## config.mk

```make
export PLATFORM = sky130hd
export DESIGN_NAME = tile_op_sequencer
export DESIGN_NICKNAME = d
export VERILOG_FILES = /design/src/rtl/tile_op_pkg.sv /design/src/rtl/tile_iter_alu.sv /design/src/rtl/tile_op_sequencer.sv
export SDC_FILE = /design/constraint.sdc
export NUM_CORES = 1
export LEC_CHECK = 0
export CAP_MARGIN = 20
export CORE_MARGIN = 2
export CORE_UTILIZATION = 58
export DETAILED_ROUTE_END_ITERATION = 10
export GPL_ROUTABILITY_DRIVEN = 0
export PLACE_DENSITY = 0.8
export SLEW_MARGIN = 20
export SYNTH_ARGS = -nofsm -noshare
export SYNTH_HDL_FRONTEND = slang
export SYNTH_SLANG_ARGS = --single-unit
```

## constraint.sdc

```tcl
create_clock -name clk -period 5.3 [get_ports clk]
set_input_delay 1.06 -clock clk [delete_from_list [all_inputs] [get_ports clk]]
set_output_delay 1.06 -clock clk [all_outputs]
set_load 0.02 [all_outputs]
```

## src/rtl/tile_op_pkg.sv

```systemverilog
// rtl/tile_op_pkg.sv - shared opcodes, states and CSR bit positions for the tile sequencer
package tile_op_pkg;

  typedef enum logic [3:0] {
    OP_ADD  = 4'd0,
    OP_SUB  = 4'd1,
    OP_MUL  = 4'd2,
    OP_DIVQ = 4'd3,
    OP_DIVR = 4'd4
  } opcode_e;

  typedef enum logic [1:0] {
    ST_IDLE  = 2'd0,
    ST_RUN   = 2'd1,
    ST_WRITE = 2'd2
  } state_e;

  // command word fields
  localparam int START_BIT = 15;
  localparam int ABORT_BIT = 14;
  localparam int OPC_LSB   = 8;
  localparam int OPC_W     = 4;
  localparam int SAT_BIT   = 1;
  localparam int CHAIN_BIT = 0;

  // status word fields
  localparam int STAT_DONE_BIT    = 0;
  localparam int STAT_DIV0_BIT    = 1;
  localparam int STAT_ILLEGAL_BIT = 2;
  localparam int STAT_OVF_BIT     = 3;
  localparam int STAT_BUSY_BIT    = 4;
  localparam int STAT_ABORT_BIT   = 5;
  localparam int STAT_OPC_LSB     = 6;

  // opcodes that run on the one-bit-per-cycle iterative unit
  function automatic logic op_is_iter(input logic [OPC_W-1:0] op);
    return (op == OP_MUL) || (op == OP_DIVQ) || (op == OP_DIVR);
  endfunction

endpackage

```

## src/rtl/tile_iter_alu.sv

```systemverilog
// rtl/tile_iter_alu.sv - shift-add multiplier and restoring divider, one bit per step
module tile_iter_alu
  import tile_op_pkg::*;
#(
  parameter int W = 32
) (
  input  logic             clk,
  input  logic             arst_n,
  input  logic             load,
  input  logic             step,
  input  logic [OPC_W-1:0] op,
  input  logic [W-1:0]     a,
  input  logic [W-1:0]     b,
  output logic [W-1:0]     result,
  output logic             overflow,
  output logic             div0
);

  // hi_q: product high half / partial remainder; lo_q: multiplier / quotient
  logic [W:0]       hi_q, hi_n;
  logic [W-1:0]     lo_q, lo_n;
  logic [W-1:0]     opnd_q;
  logic [OPC_W-1:0] op_q;
  logic             is_mul;
  logic [W:0]       sum;
  logic [W:0]       shifted;

  assign is_mul = (op_q == OP_MUL);

  // one iteration of the selected algorithm applied to the current registers
  always_comb begin
    hi_n    = hi_q;
    lo_n    = lo_q;
    sum     = '0;
    shifted = '0;
    if (is_mul) begin
      sum  = {1'b0, hi_q[W-1:0]} + (lo_q[0] ? {1'b0, opnd_q} : '0);
      hi_n = {1'b0, sum[W:1]};
      lo_n = {sum[0], lo_q[W-1:1]};
    end else begin
      shifted = {hi_q[W-1:0], lo_q[W-1]};
      if (shifted >= {1'b0, opnd_q}) begin
        hi_n = shifted - {1'b0, opnd_q};
        lo_n = {lo_q[W-2:0], 1'b1};
      end else begin
        hi_n = shifted;
        lo_n = {lo_q[W-2:0], 1'b0};
      end
    end
  end

  // outputs show the state after the step in progress, so the final step's
  // result is available in the same cycle the sequencer retires it; a zero
  // divisor naturally yields an all-ones quotient and the dividend as remainder
  always_comb begin
    result   = (op_q == OP_DIVR) ? hi_n[W-1:0] : lo_n;
    overflow = is_mul && (|hi_n[W-1:0]);
    div0     = !is_mul && (opnd_q == '0);
  end

  // operand load on command accept, then one iteration per step
  always_ff @(posedge clk or negedge arst_n) begin
    if (!arst_n) begin
      hi_q   <= '0;
      lo_q   <= '0;
      opnd_q <= '0;
      op_q   <= '0;
    end else if (load) begin
      hi_q   <= '0;
      lo_q   <= a;
      opnd_q <= b;
      op_q   <= op;
    end else if (step) begin
      hi_q <= hi_n;
      lo_q <= lo_n;
    end
  end

endmodule

```

## src/rtl/tile_op_sequencer.sv

```systemverilog
// rtl/tile_op_sequencer.sv - CSR-driven sequencer for the tile arithmetic datapath
module tile_op_sequencer
  import tile_op_pkg::*;
#(
  parameter int CSR_IN_WIDTH  = 16,
  parameter int CSR_OUT_WIDTH = 16,
  parameter int REG_WIDTH     = 32
) (
  input  logic                     clk,
  input  logic                     arst_n,
  input  logic [CSR_IN_WIDTH-1:0]  csr_in,
  input  logic [REG_WIDTH-1:0]     data_reg_a,
  input  logic [REG_WIDTH-1:0]     data_reg_b,
  output logic                     csr_in_re,
  output logic [CSR_OUT_WIDTH-1:0] csr_out,
  output logic                     csr_out_we,
  output logic [REG_WIDTH-1:0]     data_reg_c
);

  localparam int CNT_W = $clog2(REG_WIDTH);
  localparam int MSB   = REG_WIDTH - 1;

  state_e                   state_q, state_d;
  logic [OPC_W-1:0]         op_q;
  logic                     sat_q;
  logic [REG_WIDTH-1:0]     a_q, b_q;
  logic [CNT_W-1:0]         cnt_q;

  logic                     start, abort;
  logic [OPC_W-1:0]         cmd_op;
  logic [REG_WIDTH-1:0]     cmd_a;
  logic                     accept, fin, alu_step, legal, iter, update_c;
  logic [REG_WIDTH-1:0]     arith, arith_res, sat_val, res_d, alu_result;
  logic                     arith_ovf, signs_agree, alu_ovf, alu_div0;
  logic [CSR_OUT_WIDTH-1:0] busy_status, fin_status;
  logic                     unused_csr_bits;

  assign start           = csr_in[START_BIT];
  assign abort           = csr_in[ABORT_BIT];
  assign cmd_op          = csr_in[OPC_LSB +: OPC_W];
  assign cmd_a           = csr_in[CHAIN_BIT] ? data_reg_c : data_reg_a;
  assign legal           = (op_q <= OP_DIVR);
  assign iter            = op_is_iter(op_q);
  assign unused_csr_bits = ^{csr_in[13:12], csr_in[7:2]};

  // state register
  always_ff @(posedge clk or negedge arst_n) begin
    if (!arst_n) state_q <= ST_IDLE;
    else         state_q <= state_d;
  end

  // next state: abort pre-empts RUN, iterative ops run until the counter expires
  always_comb begin
    state_d = state_q;
    case (state_q)
      ST_IDLE:  if (start) state_d = ST_RUN;
      ST_RUN:   if (abort || !legal || !iter || (cnt_q == '0)) state_d = ST_WRITE;
      ST_WRITE: state_d = ST_IDLE;
      default:  state_d = ST_IDLE;
    endcase
  end

  // control strobes, ADD/SUB datapath and the two status words
  always_comb begin
    accept   = (state_q == ST_IDLE) && start;
    fin      = (state_q == ST_RUN) && (state_d == ST_WRITE);
    alu_step = (state_q == ST_RUN) && iter;

    arith       = (op_q == OP_SUB) ? (a_q - b_q) : (a_q + b_q);
    signs_agree = (op_q == OP_SUB) ? (a_q[MSB] != b_q[MSB]) : (a_q[MSB] == b_q[MSB]);
    arith_ovf   = signs_agree && (arith[MSB] != a_q[MSB]);
    sat_val     = a_q[MSB] ? {1'b1, {MSB{1'b0}}} : {1'b0, {MSB{1'b1}}};
    arith_res   = (sat_q && arith_ovf) ? sat_val : arith;
    res_d       = iter ? alu_result : arith_res;
    update_c    = fin && !abort && legal;

    busy_status                        = '0;
    busy_status[STAT_BUSY_BIT]         = 1'b1;
    busy_status[STAT_OPC_LSB +: OPC_W] = cmd_op;

    fin_status                        = '0;
    fin_status[STAT_OPC_LSB +: OPC_W] = op_q;
    if (abort) begin
      fin_status[STAT_ABORT_BIT] = 1'b1;
    end else if (!legal) begin
      fin_status[STAT_ILLEGAL_BIT] = 1'b1;
    end else begin
      fin_status[STAT_DONE_BIT] = 1'b1;
      fin_status[STAT_DIV0_BIT] = iter && alu_div0;
      fin_status[STAT_OVF_BIT]  = iter ? alu_ovf : arith_ovf;
    end
  end

  // command capture, iteration counter and registered CSR/result outputs
  always_ff @(posedge clk or negedge arst_n) begin
    if (!arst_n) begin
      op_q       <= '0;
      sat_q      <= 1'b0;
      a_q        <= '0;
      b_q        <= '0;
      cnt_q      <= '0;
      csr_in_re  <= 1'b0;
      csr_out_we <= 1'b0;
      csr_out    <= '0;
      data_reg_c <= '0;
    end else begin
      csr_in_re  <= accept;
      csr_out_we <= accept || fin;
      if (accept) begin
        op_q    <= cmd_op;
        sat_q   <= csr_in[SAT_BIT];
        a_q     <= cmd_a;
        b_q     <= data_reg_b;
        cnt_q   <= CNT_W'(REG_WIDTH - 1);
        csr_out <= busy_status;
      end
      if (alu_step && (cnt_q != '0)) cnt_q <= cnt_q - 1'b1;
      if (fin)      csr_out    <= fin_status;
      if (update_c) data_reg_c <= res_d;
    end
  end

  tile_iter_alu #(.W(REG_WIDTH)) u_iter_alu (
    .clk      (clk),
    .arst_n   (arst_n),
    .load     (accept),
    .step     (alu_step),
    .op       (cmd_op_sel()),
    .a        (cmd_a),
    .b        (data_reg_b),
    .result   (alu_result),
    .overflow (alu_ovf),
    .div0     (alu_div0)
  );

  function automatic logic [OPC_W-1:0] cmd_op_sel();
    return cmd_op;
  endfunction

endmodule

```

==> qor.yml <==
clock_tree:
  cts_tree: "done"
  cts.path.max_buffers: 2
  cts_max_level: 4
  numCtsBuffers: 17
  ctsHoldBuffers: 0
  root_buffer: "clkbuf_16"
  worstSkewPairLatency_ns: 0.46
  numClockSinks: 184
  clk_pin_slew_ns: 0.09
worst_setup_path:
  cpLargestDelayFamily: "simple AND/OR/NAND/NOR gates"
  end_kind: "register"
  reg2reg_slack_ns: 0.23
  crit_path_max_fanout: 8
  arrival_ns: 5.41
  r2r_start: "b_q[10]"
  reg2reg_depth: 22
  crit_path_cell_trace: "or4_4, nor2_2, nand4_1, nor2_1, nand2_1, nor2_2, a41oi_1, xnor2_1, ha_1, a21oi_1, o21a_1, o21ai_0, a21o_1, mux2i_1, o31ai_2, nor3_4, buf_4, nand4_4, buf_4, a21oi_1, o221ai_1, mux2_2"
  slowest_stage: "or4_4"
  cp_slowest_stage_delay_ns: 0.57
  regToRegEndpoint: "data_reg_c[1]"
  crit_required_ns: 5.64
  crit_buf_inv: 2
  critical_path_class: "reg2reg"
  startpoint_type: "register"
synth:
  yosysWarnings: 0
  synth_edf_count: 0
  async_flop_share_pct: 100
  synth_cell_types: 88
  synth-simple-area-share_pct: 20.4
  avgSynthCellArea_um2: 8.03
  synth_top_family_by_area: "compound AO/OA/AOI/OAI gates"
  synth-seq-cells: 184
  ys.flop_type: "dfrtp_1"
  yosys.area_share.adder_pct: 8.41
  synthesis.area_mm2: 0.0152
  synth_cells: 1887
  ys_seq_area_share_pct: 30.4
  synth-compound-area-share_pct: 25.5
  synthMuxAreaShare_pct: 4.81
  synth_xor_area_share_pct: 5.95
placed_design:
  dpl_cell_area_mm2: 0.0166
  io_buffers: 117
  hpwl_um: 35900
routing:
  antenna_left: 0
  drt-initial-drc-count: 1806
  dr.pass1.iters: 6
  avgViaCountPerCell: 6.56
  vias: 15179
  drc_errors: 0
  wl_per_cell_um: 21.1
  routed_wl_um: 48800
worst_hold_path:
  hp-start: "a_q[25]"
  hold_end: "a_q[25]"
  min_path_cells: 1
  hold_path.class: "reg2reg"
layout:
  area_delta_synth_final_pct: 14.1
  fillCellCount: 2125
  nets: 2147
  drive_gt1_share_pct: 6.52
  design_area_mm2: 0.0173
  fin_util_pct: 66.9
  antenna_cells: 0
sta:
  rsz0062_at_grt: "false"
  finalClockSkew_ns: 0.0236
  finalSetupTns_ns: 0
  tightest_slew_ns: 0.969
  period_share_pct: 95.7
  max_freq_ghz: 0.197
  maxSlewViolCount: 0
  layout_min_cycle_time_ns: 5.07
  setup_viol_count_final: 0
  timing.slew.headroom_pct: 35.4
  finalHoldViolCount: 0
die:
  core_area_mm2: 0.0258
  row_count: 59
  dieArea_mm2: 0.0274
  io_pins: 132
  start_util_pct: 58.6
  die-width_um: 166
  die_y_um: 166
global_route:
  grt_pass1_wl_um: 77300
  met3_usage_pct: 7.93
  track_usage_pct: 35.0
  grtUsageMet2_pct: 52.4
  grt_pass1_vias: 14336
  top_usage_layer: "met2"
  grt_overflow: 0
  met1_usage_pct: 49.3
  grt_max_degree: 108
  antenna_found_initial: 0
status:
  status: "finished clean"
flow_run:
  drv_cap: 0
layout make-up:
class	instances	area, um^2	share of cell area [%]
multi-input cells	1542	9940	57.5
flip-flops and latches	184	4600	26.6
repair buffers	161	1510	8.75
clock buffers	18	439	2.54
well taps	335	419	2.42
inverters	59	224	1.30
clock inverters	14	150	0.868
worst max path at each step:
stage,start,to,slack (ns),cells past startpoint
2_1_floorplan,u_iter_alu.op_q[1],data_reg_c[27],0.77,19
3_3_place_gp,b_q[9],data_reg_c[29],0.33,22
3_5_place_dp,b_q[10],data_reg_c[13],0.22,22
4_1_cts,b_q[10],data_reg_c[20],0.19,22
5_1_grt,b_q[10],data_reg_c[1],0.007,22
6_report,b_q[10],data_reg_c[1],0.23,22
cell usage after synthesis (29+ instances only):
master	number	share of area, %
a21oi_1	172	5.7
dfrtp_1	184	30
ha_1	97	8.0
clkbuf_1	78	1.9
nor3_1	31	1.0
nor2_1	132	3.3
nand2_1	252	6.2
o211ai_1	33	1.6
mux2i_1	66	4.4
and2_1	40	1.7
inv_1	59	1.5
xor2_1	29	1.7
o21ai_0	168	5.5
a21o_1	48	2.4
nand3_1	69	2.3
xnor2_1	74	4.3
state kept, by name, summed over array words and instances (netlist names), 2 cells and up:
| signal | cells |
|---|---|
| a_q | 32 |
| b_q | 32 |
| data_reg_c | 32 |
| u_iter_alu.hi_q | 32 |
| u_iter_alu.lo_q | 32 |
| csr_out | 10 |
| cnt_q | 5 |
| u_iter_alu.op_q | 4 |
| state_q | 2 |
cells in the final DEF (no fill, tap or decap), types with 33 or more instances in the layout:
master	n
nor2_1	129
o21ai_0	168
dfrtp_1	184
xnor2_1	74
mux2i_1	66
a21o_1	48
nand3_1	69
clkdlybuf4s50_1	115
a21oi_1	171
ha_1	97
inv_1	58
o211ai_1	33
nand2_1	250
and2_1	39
buf_4	43
cell families (layout without fill, tap and decap cells):
kind of cell / Yosys count / count (layout)
and+or+nand+nor: 645 / 646
AOI/OAI and AO/OA: 615 / 615
DFF: 184 / 184
buffers and inverters: 167 / 252
xor gates and xnor gates: 103 / 103
adders and majority gates: 100 / 100
muxes: 72 / 72
other: 1 / 6
layer usage:
metal,wire [um],vias up
li1,-,6989
met1,20000,7175
met2,21300,901
met3,5740,114
met4,1760,0
met5,0,-
stage by stage:
step	hold WS, ns	setup WS, ns	std cells
after floorplan	0.456	0.768	1892
after global placement	0.464	0.335	2276
after detailed placement	0.477	0.219	2276
after CTS	0.497	0.191	2308
after global routing	0.519	0.00719	2313
final	0.496	0.227	2313
repair_timing:
item | in CTS | in global routing
setup endpoints to repair | 0 | 14
setup buffers | 0 | 4
resized for setup | 0 | 5
Power is not shown: default switching activity piles up to over one toggle a cycle in this logic, so the estimate is an artifact.
